## src/rtl/coreriscv_axi4_locking_demux_pkg.sv

```systemverilog
`default_nettype none
// ============================================================================
// coreriscv_axi4_locking_demux_pkg : shared types and constants for the
// Grant response demux.                          Rev 1.0
// ============================================================================
package coreriscv_axi4_locking_demux_pkg;

  localparam int TL_BEATS = 8;
  localparam int DST_W    = 2;
  localparam int BEAT_W   = 3;
  localparam int DATA_W   = 64;
  localparam int MXID_W   = 4;
  localparam int GTYPE_W  = 4;

  localparam logic [GTYPE_W-1:0] GRANT_MB_GTYPE = 4'h4;

  localparam logic [0:0] LOCK_IDLE   = 1'b0;
  localparam logic [0:0] LOCK_LOCKED = 1'b1;

  typedef struct packed {
    logic [DST_W-1:0]   header_src;
    logic [DST_W-1:0]   header_dst;
    logic [BEAT_W-1:0]  payload_addr_beat;
    logic               payload_client_xact_id;
    logic [MXID_W-1:0]  payload_manager_xact_id;
    logic               payload_is_builtin_type;
    logic [GTYPE_W-1:0] payload_g_type;
    logic [DATA_W-1:0]  payload_data;
  } grant_t;

  function automatic logic is_multibeat(input grant_t g, input logic [GTYPE_W-1:0] mb_gtype);
    return g.payload_is_builtin_type && (g.payload_g_type == mb_gtype);
  endfunction

endpackage
`default_nettype wire

```

## src/rtl/coreriscv_axi4_locking_demux_if.sv

```systemverilog
`default_nettype none
// ============================================================================
// coreriscv_axi4_locking_demux_if : Grant input stream, per-client outputs
// and lock status.                               Rev 1.0
// ============================================================================
interface coreriscv_axi4_locking_demux_if #(
  parameter int N_OUT = 4
);
  import coreriscv_axi4_locking_demux_pkg::*;

  logic             io_in_ready;
  logic             io_in_valid;
  grant_t           io_in_bits;
  logic [N_OUT-1:0] io_out_valid;
  logic [N_OUT-1:0] io_out_ready;
  grant_t           io_out_bits [N_OUT];
  logic             io_locked;
  logic             io_dst_err;

  modport master (
    output io_in_valid, io_in_bits, io_out_ready,
    input  io_in_ready, io_out_valid, io_out_bits, io_locked, io_dst_err
  );

  modport slave (
    input  io_in_valid, io_in_bits, io_out_ready,
    output io_in_ready, io_out_valid, io_out_bits, io_locked, io_dst_err
  );

endinterface
`default_nettype wire

```

## src/rtl/coreriscv_axi4_grant_beat_lock.sv

```systemverilog
`default_nettype none
// ============================================================================
// coreriscv_axi4_grant_beat_lock : route lock for multi-beat Grants, counted
// on accepted input beats.                       Rev 1.0
// ============================================================================
module coreriscv_axi4_grant_beat_lock
  import coreriscv_axi4_locking_demux_pkg::*;
#(
  parameter int BEATS = TL_BEATS
) (
  input  wire logic             clk,
  input  wire logic             reset,
  input  wire logic             i_fire,
  input  wire logic             i_is_mb,
  input  wire logic [DST_W-1:0] i_dst,
  output logic                  o_locked,
  output logic [DST_W-1:0]      o_lock_dst,
  output logic                  o_dst_err
);

  localparam logic [BEAT_W-1:0] c_LAST_BEAT = BEAT_W'(BEATS - 1);

  logic [0:0]        r_state;
  logic [0:0]        w_state_nxt;
  logic [BEAT_W-1:0] r_beat_cnt;
  logic [DST_W-1:0]  r_lock_dst;
  logic              r_dst_err;

  always_ff @(posedge clk) begin
    if (!reset) r_state <= LOCK_IDLE;
    else        r_state <= w_state_nxt;
  end

  always_comb begin
    w_state_nxt = r_state;
    case (r_state)
      LOCK_IDLE:   if (i_fire && i_is_mb) w_state_nxt = LOCK_LOCKED;
      LOCK_LOCKED: if (i_fire && (r_beat_cnt == c_LAST_BEAT)) w_state_nxt = LOCK_IDLE;
      default:     w_state_nxt = LOCK_IDLE;
    endcase
  end

  always_comb begin
    o_locked   = (r_state == LOCK_LOCKED);
    o_lock_dst = r_lock_dst;
    o_dst_err  = r_dst_err;
  end

  // A mismatching beat inside a block is flagged but still follows the lock.
  always_ff @(posedge clk) begin
    if (!reset) begin
      r_beat_cnt <= '0;
      r_lock_dst <= '0;
      r_dst_err  <= 1'b0;
    end else if (i_fire) begin
      if (r_state == LOCK_IDLE) begin
        if (i_is_mb) begin
          r_lock_dst <= i_dst;
          r_beat_cnt <= BEAT_W'(1);
        end
      end else begin
        r_beat_cnt <= (r_beat_cnt == c_LAST_BEAT) ? '0 : r_beat_cnt + BEAT_W'(1);
        if (i_dst != r_lock_dst) r_dst_err <= 1'b1;
      end
    end
  end

endmodule
`default_nettype wire

```

## src/rtl/coreriscv_axi4_locking_demux.sv

```systemverilog
`default_nettype none
// ============================================================================
// coreriscv_axi4_locking_demux : 1:4 Grant router with one-entry output
// register and multi-beat route lock.            Rev 1.0
// ============================================================================
module coreriscv_axi4_locking_demux
  import coreriscv_axi4_locking_demux_pkg::*;
#(
  parameter int                 N_OUT    = 4,
  parameter int                 BEATS    = TL_BEATS,
  parameter logic [GTYPE_W-1:0] MB_GTYPE = GRANT_MB_GTYPE
) (
  input wire logic                      clk,
  input wire logic                      reset,
  coreriscv_axi4_locking_demux_if.slave bus
);

  logic             r_full;
  logic [DST_W-1:0] r_route;
  grant_t           r_data;

  logic             w_out_fire;
  logic             w_in_ready;
  logic             w_in_fire;
  logic             w_is_mb;
  logic             w_locked;
  logic [DST_W-1:0] w_lock_dst;
  logic             w_dst_err;

  // Ready depends only on the held beat, never on io_in_valid.
  assign w_out_fire = r_full && bus.io_out_ready[r_route];
  assign w_in_ready = !r_full || w_out_fire;
  assign w_in_fire  = bus.io_in_valid && w_in_ready;
  assign w_is_mb    = is_multibeat(bus.io_in_bits, MB_GTYPE);

  coreriscv_axi4_grant_beat_lock #(
    .BEATS (BEATS)
  ) u_lock (
    .clk        (clk),
    .reset      (reset),
    .i_fire     (w_in_fire),
    .i_is_mb    (w_is_mb),
    .i_dst      (bus.io_in_bits.header_dst),
    .o_locked   (w_locked),
    .o_lock_dst (w_lock_dst),
    .o_dst_err  (w_dst_err)
  );

  always_ff @(posedge clk) begin
    if (!reset) begin
      r_full  <= 1'b0;
      r_route <= '0;
    end else if (w_in_fire) begin
      r_full  <= 1'b1;
      r_route <= w_locked ? w_lock_dst : bus.io_in_bits.header_dst;
    end else if (w_out_fire) begin
      r_full  <= 1'b0;
    end
  end

  always_ff @(posedge clk) begin
    if (w_in_fire) r_data <= bus.io_in_bits;
  end

  assign bus.io_in_ready = w_in_ready;
  assign bus.io_locked   = w_locked;
  assign bus.io_dst_err  = w_dst_err;

  for (genvar k = 0; k < N_OUT; k++) begin : g_out
    assign bus.io_out_valid[k] = r_full && (r_route == DST_W'(k));
    assign bus.io_out_bits[k]  = r_data;
  end

endmodule
`default_nettype wire
```

## src/flat_wrapper.sv

```systemverilog
// flat-port wrapper written by rule: the top's interface ports become plain ports
module coreriscv_axi4_locking_demux_flat import coreriscv_axi4_locking_demux_pkg::*;
#(
  parameter int                 N_OUT    = 4,
  parameter int                 BEATS    = TL_BEATS,
  parameter logic [GTYPE_W-1:0] MB_GTYPE = GRANT_MB_GTYPE
)
  (clk, reset, bus_io_in_valid, bus_io_in_bits, bus_io_out_ready, bus_io_in_ready, bus_io_out_valid, bus_io_out_bits, bus_io_locked, bus_io_dst_err);
  coreriscv_axi4_locking_demux_if #(.N_OUT(N_OUT)) bus_i ();
  input wire logic clk;
  input wire logic reset;
  input wire logic [$bits(bus_i.io_in_valid)-1:0] bus_io_in_valid;
  input wire logic [$bits(bus_i.io_in_bits)-1:0] bus_io_in_bits;
  input wire logic [$bits(bus_i.io_out_ready)-1:0] bus_io_out_ready;
  output wire logic [$bits(bus_i.io_in_ready)-1:0] bus_io_in_ready;
  output wire logic [$bits(bus_i.io_out_valid)-1:0] bus_io_out_valid;
  output wire logic [$bits(bus_i.io_out_bits)-1:0] bus_io_out_bits;
  output wire logic [$bits(bus_i.io_locked)-1:0] bus_io_locked;
  output wire logic [$bits(bus_i.io_dst_err)-1:0] bus_io_dst_err;
  assign bus_i.io_in_valid = bus_io_in_valid;
  assign bus_i.io_in_bits = bus_io_in_bits;
  assign bus_i.io_out_ready = bus_io_out_ready;
  assign bus_io_in_ready = bus_i.io_in_ready;
  assign bus_io_out_valid = bus_i.io_out_valid;
  assign bus_io_out_bits = {>>{bus_i.io_out_bits}};
  assign bus_io_locked = bus_i.io_locked;
  assign bus_io_dst_err = bus_i.io_dst_err;
  coreriscv_axi4_locking_demux #(.N_OUT(N_OUT), .BEATS(BEATS), .MB_GTYPE(MB_GTYPE)) u_core (.clk(clk), .reset(reset), .bus(bus_i));
endmodule
```

## config.mk

```make
export PLATFORM = sky130hd
export DESIGN_NAME = coreriscv_axi4_locking_demux_flat
export DESIGN_NICKNAME = d
export VERILOG_FILES = /design/src/rtl/coreriscv_axi4_locking_demux_pkg.sv /design/src/rtl/coreriscv_axi4_locking_demux_if.sv /design/src/rtl/coreriscv_axi4_grant_beat_lock.sv /design/src/rtl/coreriscv_axi4_locking_demux.sv /design/src/flat_wrapper.sv
export SDC_FILE = /design/constraint.sdc
export NUM_CORES = 1
export LEC_CHECK = 0
export CAP_MARGIN = 5
export CORE_AREA = 5 5 158 160
export DETAILED_ROUTE_END_ITERATION = 16
export DIE_AREA = 0 0 163 165
export GPL_TIMING_DRIVEN = 0
export HOLD_SLACK_MARGIN = 0.08
export PLACE_DENSITY_LB_ADDON = 0.05
export SKIP_LAST_GASP = 1
export SLEW_MARGIN = 10
export SYNTH_ARGS = -nofsm -noshare
export SYNTH_HDL_FRONTEND = slang
export SYNTH_HIERARCHICAL = 1
export SYNTH_SLANG_ARGS = --single-unit
```

## constraint.sdc

```tcl
create_clock -name clk -period 4.77 [get_ports clk]
set_clock_uncertainty 0.15 [all_clocks]
set_input_delay 1.1925 -clock clk [delete_from_list [all_inputs] [get_ports clk]]
set_output_delay 1.1925 -clock clk [all_outputs]
set_load 0.05 [all_outputs]
```

==> results.md, run 1 <==
- # DRC: 0
- Initial Util: 20.8%
- Gate power share: 43.0%
- Seq pwr share: 31.9%
- R2r endpoint: u_core/u_lock/r_beat_cnt[2]
- Gpl congestion: 0.793
- Nets: 904
- DR iter-0 viols: 106
- Share of cells above drive strength 1: 32.6%
- Synth top area share: 50.2%
- Hold WC Path Type: reg -> reg
- First-pass GRT wire length: 25,700 µm
- Post_cts resized: 0
- Vias in the first global route: 3,911
- Die X-Extent: 163 µm
- Max-slew violations: 0
- Cell row count: 56
- Dominant synthesized flop cell: edfxtp_1
- Peak supply drop: 0.160 mV
- LEAKAGE: 4.01 nW
- Slew headroom: 50.8%
- CTS clk-pin slew, worst paths: 0.07 ns
- Post-Syn Nets: 474
- Syn. warnings: 6
- Congestion Overflow GR: 0
- Antenna violations before repair: 0
- Worst Tran Pin Value: 0.731 ns
- EDFF count, synth: 81
- Leading area contributor after synthesis: edfxtp_1
- Worst Hold Launch: u_core/u_lock/o_dst_err
- Final worst setup slack: 0.600 ns
- Area growth syn-to-layout: 102%
- Sequential fraction of the synthesis area: 54.4%
- Register bit total from synthesis: 91
- Final setup vio count: 0
- PortBufs: 418
- Sw Ratio: 38.4%
- DR vias/cell: 3.40
- CTS max path bufs: 2
- Detailed Place HPWL: 16,100 µm
- Unique masters post-synth: 30
- Crit. End Element: output pin
- Area of the multi-input gates: 365 µm²
- Cells on worst reg2reg path: 8
- Crit path kind: in -> out
- Reg2Reg Launch Point: u_core/r_route[1]
- Clock power frac: 25.2%
- Die area: 0.0269 mm²
- CTS tree: built
- Switching Power: 1.19 mW
- Postcts setup bufs: 0
- Total CTS buffers: 9
- Endpoints failing hold: 0
- Vias: 3,863
- Worst EP required: 3.43 ns
- Pwr Density: 316 mW/mm²
- Largest net degree at the start of global routing: 52
- Global Route Usage Sum: 13.1%
- Crit-path max FO: 3
- Ant diodes: 0
- Syn avg cell area: 12.6 µm²
- DRT Pass-1 Iters: 4
- Power Internal: 1.91 mW
- Share of synthesized registers carrying an async set or reset: 0%
- Syn Inst Count: 384
- Synth cell count leaders: 243 x buf_4, 81 x edfxtp_1, 10 x dfxtp_1
- Filler cell count: 2,232
- Register area: 0.00263 mm²
- Count leader, synth: buf_4
- DP Worst Slack: 0.597 ns
- RSZ-0062 raised after global routing: no
- Hold Path Cell Cnt: 1
- R2R setup slack: 2.41 ns
- Tmin final: 4.17 ns
- Total power: 3.09 mW
- Hold Buf Count CTS: 0
- ANT nets after route: 0
- Final cycle utilization of the critical path: 87.4%
- Worst Path Arrival: 2.83 ns
- CTS Sinks: 91
- Core area: 0.0233 mm²
- Max Cap Viol: 0
- CP startpoint kind: primary input
- Top cells by area, synth: edfxtp_1 50%, buf_4 38%, dfxtp_1 4.1%, mux2i_1 1.0%, o2bb2ai_4 0.57%
- Post-Syn Area: 0.00484 mm²
- CTS Root Cell: clkbuf_16
- Die height: 165 µm
- Status: complete, no violations
- I/O Pins: 419
- Hold Crit Endpoint: u_core/u_lock/o_dst_err
- Drt total wl: 18,900 µm
- Clk_lat worst skew: 0.34 ns
- H-tree depth: 3
- WL/cell: 16.6 µm
- Fmax: 0.240 GHz
-- cell type report --
| class | count | area share, % |
|---|---|---|
| buffer | 244 | 18.8 |
| timing repair buffer | 419 | 43.1 |
| multi-input combinational | 46 | 3.74 |
| sequential | 91 | 26.9 |
| inverter | 3 | 0.115 |
| clock buffer | 9 | 2.31 |
| tap | 319 | 4.09 |
| clock inverter | 6 | 0.922 |
-- placed cells by master, fill, tap and decap left out, drive strengths merged --
cell type      synthesis  routed
clkdlybuf4s50          0     418
buf                  244     245
edfxtp                81      81
dfxtp                 10      10
clkbuf                 0       9
nor2                   6       6
nand2                  6       6
mux2i                  5       5
inv                    3       4
and2                   3       3
bufinv                 0       2
o21a                   2       2
a31oi                  2       2
a21oi                  2       2
a32oi                  2       2
xnor2                  2       2
ha                     2       2
clkinv                 0       2
clkinvlp               0       1
or2b                   1       1
mux2                   1       1
o2bb2ai                1       1
and3                   1       1
nor4                   1       1
nor4b                  1       1
and4bb                 1       1
nor3                   1       1
o211a                  1       1
o221ai                 1       1
nand3b                 1       1
o21ai                  1       1
nand4bb                1       1
nor2b                  1       1
-- routing by layer --
layer,global-route usage [%],wire [µm],vias to the layer above,part of all wire (%)
met1,12.4,6190,1761,33
li1,-,-,1897,-
met2,26.8,11000,192,58
met3,3.82,1390,13,7.4
met5,0,0,-,0
met4,3.74,300,0,1.6
-- worst max path at each step --
stage | slack (ns) | cells after the start | start | endpoint
finish | 0.60 | 5 | bus_io_out_ready[0] | bus_io_in_ready
global route | 0.53 | 5 | bus_io_out_ready[2] | bus_io_in_ready
CTS | 0.59 | 5 | bus_io_out_ready[0] | bus_io_in_ready
detailed placement | 0.60 | 5 | bus_io_out_ready[0] | bus_io_in_ready
global placement | -1.75 | 8 | bus_io_out_ready[2] | u_core/u_lock/r_beat_cnt[2]
floorplan | 0.02 | 7 | bus_io_out_ready[3] | u_core/u_lock/r_beat_cnt[1]
-- state kept, by name, indices dropped and copies added, names as in the netlist --
signal / flops
u_core/u_lock/r_beat_cnt: 3
u_core/r_route: 2
u_core/bus.io_out_bits: 81
u_core/u_lock/o_lock_dst: 2
u_core/r_full: 1
u_core/u_lock/o_locked: 1
u_core/u_lock/o_dst_err: 1
-- metrics by stage --
stage / utilization (%) / setup TNS (ns) / area, µm² / hold slack, ns / std cells
CTS: 42.0 / 0 / 9770 / 0.338 / 1137
detailed placement: 40.6 / 0 / 9460 / 0.308 / 1122
global placement: 40.5 / -97.12 / 9430 / 0.311 / 1121
floorplan: - / 0 / 4840 / 0.308 / 384
global route: 42.0 / 0 / 9770 / 0.382 / 1137
finish: 42.0 / 0 / 9770 / 0.335 / 1137
-- critical path, cell delays in order --
cell             delay (ns)
clkdlybuf4s50_1        0.43
mux2_4                 0.30
o2bb2ai_4              0.15
inv_2                  0.06
clkdlybuf4s50_1        0.70
-- cell families (layout without fill, tap and decap cells) --
family / Yosys count / in the layout / synth area share [%]
buf+inv: 247 / 681 / 38.1
xor+xnor: 2 / 2 / 0.362
simple gates: 24 / 24 / 3.08
flops: 91 / 91 / 54.4
fa+ha+maj: 2 / 2 / 0.517
mux: 6 / 6 / 1.34
compound gates: 12 / 12 / 2.20
-- power groups by stage --
stage,combinational [mW],sequential (mW),clock (mW)
2_1_floorplan,0.718,1.15,0
3_3_place_gp,1.34,1.01,0
3_5_place_dp,1.34,1.01,0
4_1_cts,1.34,0.989,0.817
5_1_grt,1.37,0.997,0.852
6_report,1.33,0.986,0.778
Note: power is estimated with default switching activity, not from simulation.
==> inputs of run 2 (changes only) <==
CORE_AREA = 2 2 164 166   (was 5 5 158 160)
DIE_AREA = 0 0 166 168   (was 0 0 163 165)
SETUP_SLACK_MARGIN = 0.3   (was not set)
==> results.md, run 2 (synthesized netlist as in run 1, its figures left out) <==
- Status: complete, no violations
- Final setup vio count: 0 (unchanged)
- Commonest non-fill, non-tap cells in the layout: 418 x clkdlybuf4s50_1, 243 x buf_4, 81 x edfxtp_1, 10 x dfxtp_1, 9 x clkbuf_16
- CTS Sinks: 91 (unchanged)
- PortBufs: 418 (unchanged)
- Max FFs per register: 81 (unchanged)
- Vias in the first global route: 3,752 (-4.1%)
- Gr busiest metal: met2
- Gpl congestion: 0.759 (-4.3%)
- DR iter-0 viols: 118 (+11%)
- Area growth syn-to-layout: 102%
- Share of cells above drive strength 1: 32.5% (-0.16 points)
- Crit path kind: in -> out
- Worst Path Arrival: 2.83 ns (about the same)
- Largest net degree at the start of global routing: 49 (-5.8%)
- Clk_lat worst skew: 0.34 ns (about the same)
- DRT Pass-1 Iters: 4 (unchanged)
- CP startpoint kind: primary input
- LEAKAGE: 4.00 nW (-0.12%)
- Drt total wl: 17,100 µm (-9.3%)
- Core area: 0.0264 mm² (+13%)
- Cell row count: 60 (+7.1%)
- ANT nets after route: 0 (unchanged)
- Pwr Density: 315 mW/mm² (-0.47%)
- Die height: 168 µm (+1.8%)
- Die X-Extent: 166 µm (+1.8%)
- Crit-path most repeated cell: clkdlybuf4s50_1
- Tmin final: 4.18 ns (+0.00674 ns)
- Detailed Place HPWL: 14,200 µm (-12%)
- I/O Pins: 419 (unchanged)
- Hold WC Path Type: reg -> reg
- Delay-heaviest family, CP: buffers and inverters
- Hold Buf Count CTS: 0 (unchanged)
- Max Cap Viol: 0 (unchanged)
- DR vias/cell: 3.35 (-1.3%)
- Crit path max-delay cell type: clkdlybuf4s50_1
- Worst Tran Pin Value: 0.637 ns (-0.0941 ns)
- Setup TNS: 0 ns (unchanged)
- Vias: 3,892 (+0.75%)
- CTS tree: built
- Met3 Use GR: 3.69% (-0.13 points)
- Total CTS buffers: 9 (unchanged)
- Final Non-Filler Cells: 1,161 (+2.1%)
- Crit-path max FO: 3 (unchanged)
- CTS Root Cell: clkbuf_16
- Initial Util: 18.4% (-2.4 points)
- Die area: 0.0279 mm² (+3.7%)
- Fmax: 0.239 GHz (-0.16%)
- Slew headroom: 57.5% (+6.7 points)
- WL/cell: 14.7 µm (-11%)
- H-tree depth: 3 (unchanged)
- First-pass GRT wire length: 24,600 µm (-4.3%)
- Endpoints failing hold: 0 (unchanged)
- CP peak stage delay: 0.71 ns (about the same)
- RSZ-0062 raised after global routing: no
- CP bufs+invs: 3 (unchanged)
- Crit. End Element: output pin
- Antenna violations before repair: 1 (+1)
- Placed cells: 1,144 (+2.0%)
- Met1 Use GR: 11.9% (-0.48 points)
- CTS max path bufs: 2 (unchanged)
- Final cycle utilization of the critical path: 87.6% (+0.14 points)
- Nets: 904 (unchanged)
- Cell chain of the critical path: clkdlybuf4s50_1 > mux2_4 > o2bb2ai_4 > inv_2 > clkdlybuf4s50_1
- # DRC: 0 (unchanged)
- Met2 usage: 22.7% (-4.0 points)
- Peak supply drop: 0.154 mV (-3.7%)
- Final core occ: 37.2% (-4.8 points)
- CTS clk-pin slew, worst paths: 0.07 ns (about the same)
- Postcts setup bufs: 0 (unchanged)
- Global Route Usage Sum: 11.7% (-1.4 points)
- Worst EP required: 3.43 ns (about the same)
- Max-slew violations: 0 (unchanged)
- Post_cts resized: 0 (unchanged)
- Commonest non-fill, non-tap cell in the layout: clkdlybuf4s50_1
- Congestion Overflow GR: 0 (unchanged)
[run 2: cell count changes in the layout (fill, tap and decap cells not counted), sizes merged]
cell	change
diode	+1
clkinvlp	+1
[run 2: worst paths after layout]
| path | startpoint | endpoint | slack (ns) | cells after the start |
|---|---|---|---|---|
| max | bus_io_out_ready[0] | bus_io_in_ready | 0.59 | 5 |
| min | u_core/u_lock/o_dst_err | u_core/u_lock/o_dst_err | 0.33 | 1 |
| max reg2reg | u_core/r_route[1] | u_core/u_lock/r_beat_cnt[2] | 2.37 | 8 |
| min reg2reg | u_core/u_lock/o_dst_err | u_core/u_lock/o_dst_err | 0.33 | 1 |
[run 2: power by group]
| group | leakage, nW | internal, mW | switching (mW) |
|---|---|---|---|
| Combinational | 2.99 | 0.515 | 0.806 |
| Sequential | 0.865 | 0.932 | 0.0532 |
| Clock | 0.147 | 0.458 | 0.323 |
[run 2: routing by layer]
layer,share of wire [%],up-vias,routed length (µm)
li1,-,1900,-
met1,35,1768,6000
met2,56,213,9610
met3,7.3,11,1250
met4,1.4,0,241
met5,0,-,0
[run 2: per-stage QoR]
step | total power [mW] | hold slack [ns] | worst slack [ns] | area, µm²
final | 3.09 | 0.328 | 0.593 | 9800
after global routing | 3.21 | 0.351 | 0.525 | 9800
after CTS | 3.14 | 0.333 | 0.593 | 9800
after detailed placement | 2.34 | 0.311 | 0.597 | 9480
after global placement | 2.33 | 0.308 | -0.0683 | 9450
after floorplan | 1.87 | 0.308 | 1.11 | 4840
[run 2: layout make-up]
| type | count | area, µm² |
|---|---|---|
| flip-flops and latches | 91 | 2630 |
| multi-input cells | 46 | 365 |
| clock buffers | 9 | 225 |
| diodes | 1 | 2.50 |
| well taps | 341 | 427 |
| clock inverters | 7 | 91.3 |
| repair buffers | 419 | 4210 |
| inverters | 3 | 11.3 |
| fillers | 2566 | 16500 |
| plain buffers | 244 | 1840 |
==> inputs of run 3 (changes only) <==
PLACE_DENSITY = 0.52   (was not set)
PLACE_DENSITY_LB_ADDON = not set   (was 0.05)
SKIP_LAST_GASP = not set   (was 1)
==> results.md, run 3 (synthesized netlist as in run 1, its figures left out) <==
- Filler cell count: 2,602 (+1.4%)
- Final cycle utilization of the critical path: 87.8% (+0.23 points)
- Endpoints failing hold: 0 (unchanged)
- Die height: 168 µm (unchanged)
- Total CTS buffers: 9 (unchanged)
- RSZ-0062 raised after global routing: no
- Setup TNS: 0 ns (unchanged)
- Share of cells above drive strength 1: 32.5% (unchanged)
- Total power: 3.04 mW (-1.5%)
- Placement Cell Area: 0.00948 mm² (unchanged)
- Vias: 3,795 (-2.5%)
- Area of the multi-input gates: 365 µm² (unchanged)
- # DRC: 0 (unchanged)
- Fmax: 0.239 GHz (-0.26%)
- Final setup vio count: 0 (unchanged)
- Die area: 0.0279 mm² (unchanged)
- Slew headroom: 57.1% (-0.40 points)
- Commonest non-fill, non-tap cell in the layout: clkdlybuf4s50_1
- CTS tree: built
- Max Cap Viol: 0 (unchanged)
- DRT Pass-1 Iters: 4 (unchanged)
- Final Non-Filler Cells: 1,160 (-0.086%)
- CTS Sinks: 91 (unchanged)
- Ant diodes: 0 (-1)
- Tmin final: 4.19 ns (+0.0110 ns)
- Core area: 0.0264 mm² (unchanged)
- Crit path kind: in -> out
- Nets: 904 (unchanged)
- Worst Tran Pin Value: 0.643 ns (+0.00597 ns)
- Status: complete, no violations
- DR vias/cell: 3.27 (-2.4%)
- CTS clk-pin slew, worst paths: 0.06 ns (about the same)
- Max FFs per register: 81 (unchanged)
- Placed cells: 1,144 (unchanged)
- PortBufs: 418 (unchanged)
- Final core occ: 37.1% (-0.10 points)
- CP startpoint kind: primary input
- Max-slew violations: 0 (unchanged)
- H-tree depth: 3 (unchanged)
- Largest net degree at the start of global routing: 50 (+2.0%)
- Global Route Usage Sum: 11.0% (-0.70 points)
- Cell row count: 60 (unchanged)
- Clk_lat worst skew: 0.34 ns (about the same)
- LEAKAGE: 3.99 nW (-0.16%)
- CTS Root Cell: clkbuf_16
- Cell area after layout: 0.00978 mm² (-0.27%)
- Area growth syn-to-layout: 102%
- Pwr Density: 311 mW/mm² (-1.3%)
- Initial Util: 18.4% (unchanged)
- First-pass GRT wire length: 23,100 µm (-5.9%)
- Commonest non-fill, non-tap cells in the layout: 418 x clkdlybuf4s50_1, 243 x buf_4, 81 x edfxtp_1, 10 x dfxtp_1, 9 x clkbuf_16
- WL/cell: 14.2 µm (-3.4%)
- Hold WC Path Type: reg -> reg
- Detailed Place HPWL: 13,700 µm (-3.2%)
- Antenna violations before repair: 0 (-1)
- Register area: 0.00263 mm² (unchanged)
- DR iter-0 viols: 117 (-0.85%)
- Worst Path Arrival: 2.85 ns (+0.02 ns)
- Vias in the first global route: 3,586 (-4.4%)
- Peak supply drop: 0.134 mV (-13%)
- CTS max path bufs: 2 (unchanged)
- ANT nets after route: 0 (unchanged)
- Congestion Overflow GR: 0 (unchanged)
- Hold Buf Count CTS: 0 (unchanged)
- Postcts setup bufs: 0 (unchanged)
- Post_cts resized: 0 (unchanged)
- I/O Pins: 419 (unchanged)
- Crit. End Element: output pin
- Gpl congestion: 0.775 (+2.1%)
- Drt total wl: 16,500 µm (-3.5%)
- Worst EP required: 3.43 ns (about the same)
- Die X-Extent: 166 µm (unchanged)
- Crit-path max FO: 3 (unchanged)
[run 3: cell count changes in the layout (fill, tap and decap cells not counted), sizes merged]
cell      previous run  this run
clkinv               2         4
bufinv               2         1
clkinvlp             2         1
diode                1         0
[run 3: worst max-delay path: stages]
cell and delay, ns:
clkdlybuf4s50_1 0.44, mux2_4 0.30, o2bb2ai_4 0.15, inv_2 0.06
clkdlybuf4s50_1 0.70
[run 3: worst paths after layout]
path	startpoint	endpoint	slack [ns]	cells after the start
hold reg to reg	u_core/u_lock/o_dst_err	u_core/u_lock/o_dst_err	0.31	1
setup / recovery	bus_io_out_ready[0]	bus_io_in_ready	0.58	5
setup reg to reg	u_core/r_route[0]	u_core/u_lock/r_beat_cnt[2]	2.41	9
hold / removal	u_core/u_lock/o_dst_err	u_core/u_lock/o_dst_err	0.31	1
[run 3: cell type report]
type | count | share of cell area [%]
sequential | 91 | 26.9
tap | 341 | 4.36
timing repair buffer | 419 | 43.1
buffer | 244 | 18.8
clock inverter | 7 | 0.691
clock buffer | 9 | 2.30
multi-input combinational | 46 | 3.74
inverter | 3 | 0.115
[run 3: routing by layer]
metal / global-route usage (%) / up-vias / wire length, µm
met2: 21.5 / 178 / 9030
met1: 11.7 / 1713 / 6260
met5: 0 / - / 0
met4: 2.16 / 0 / 111
met3: 3.29 / 6 / 1110
li1: - / 1898 / -
[run 3: where the power goes]
part / switching [mW] / internal (mW)
Sequential: 0.0578 / 0.932
Clock: 0.327 / 0.405
Combinational: 0.804 / 0.515
[run 3: metrics by stage]
stage          hold slack [ns]  setup WS (ns)
3_3_place_gp             0.304        -0.0909
3_5_place_dp             0.307          0.584
4_1_cts                  0.319          0.581
5_1_grt                  0.334          0.541
6_report                 0.313          0.582
2_1_floorplan            0.308           1.11
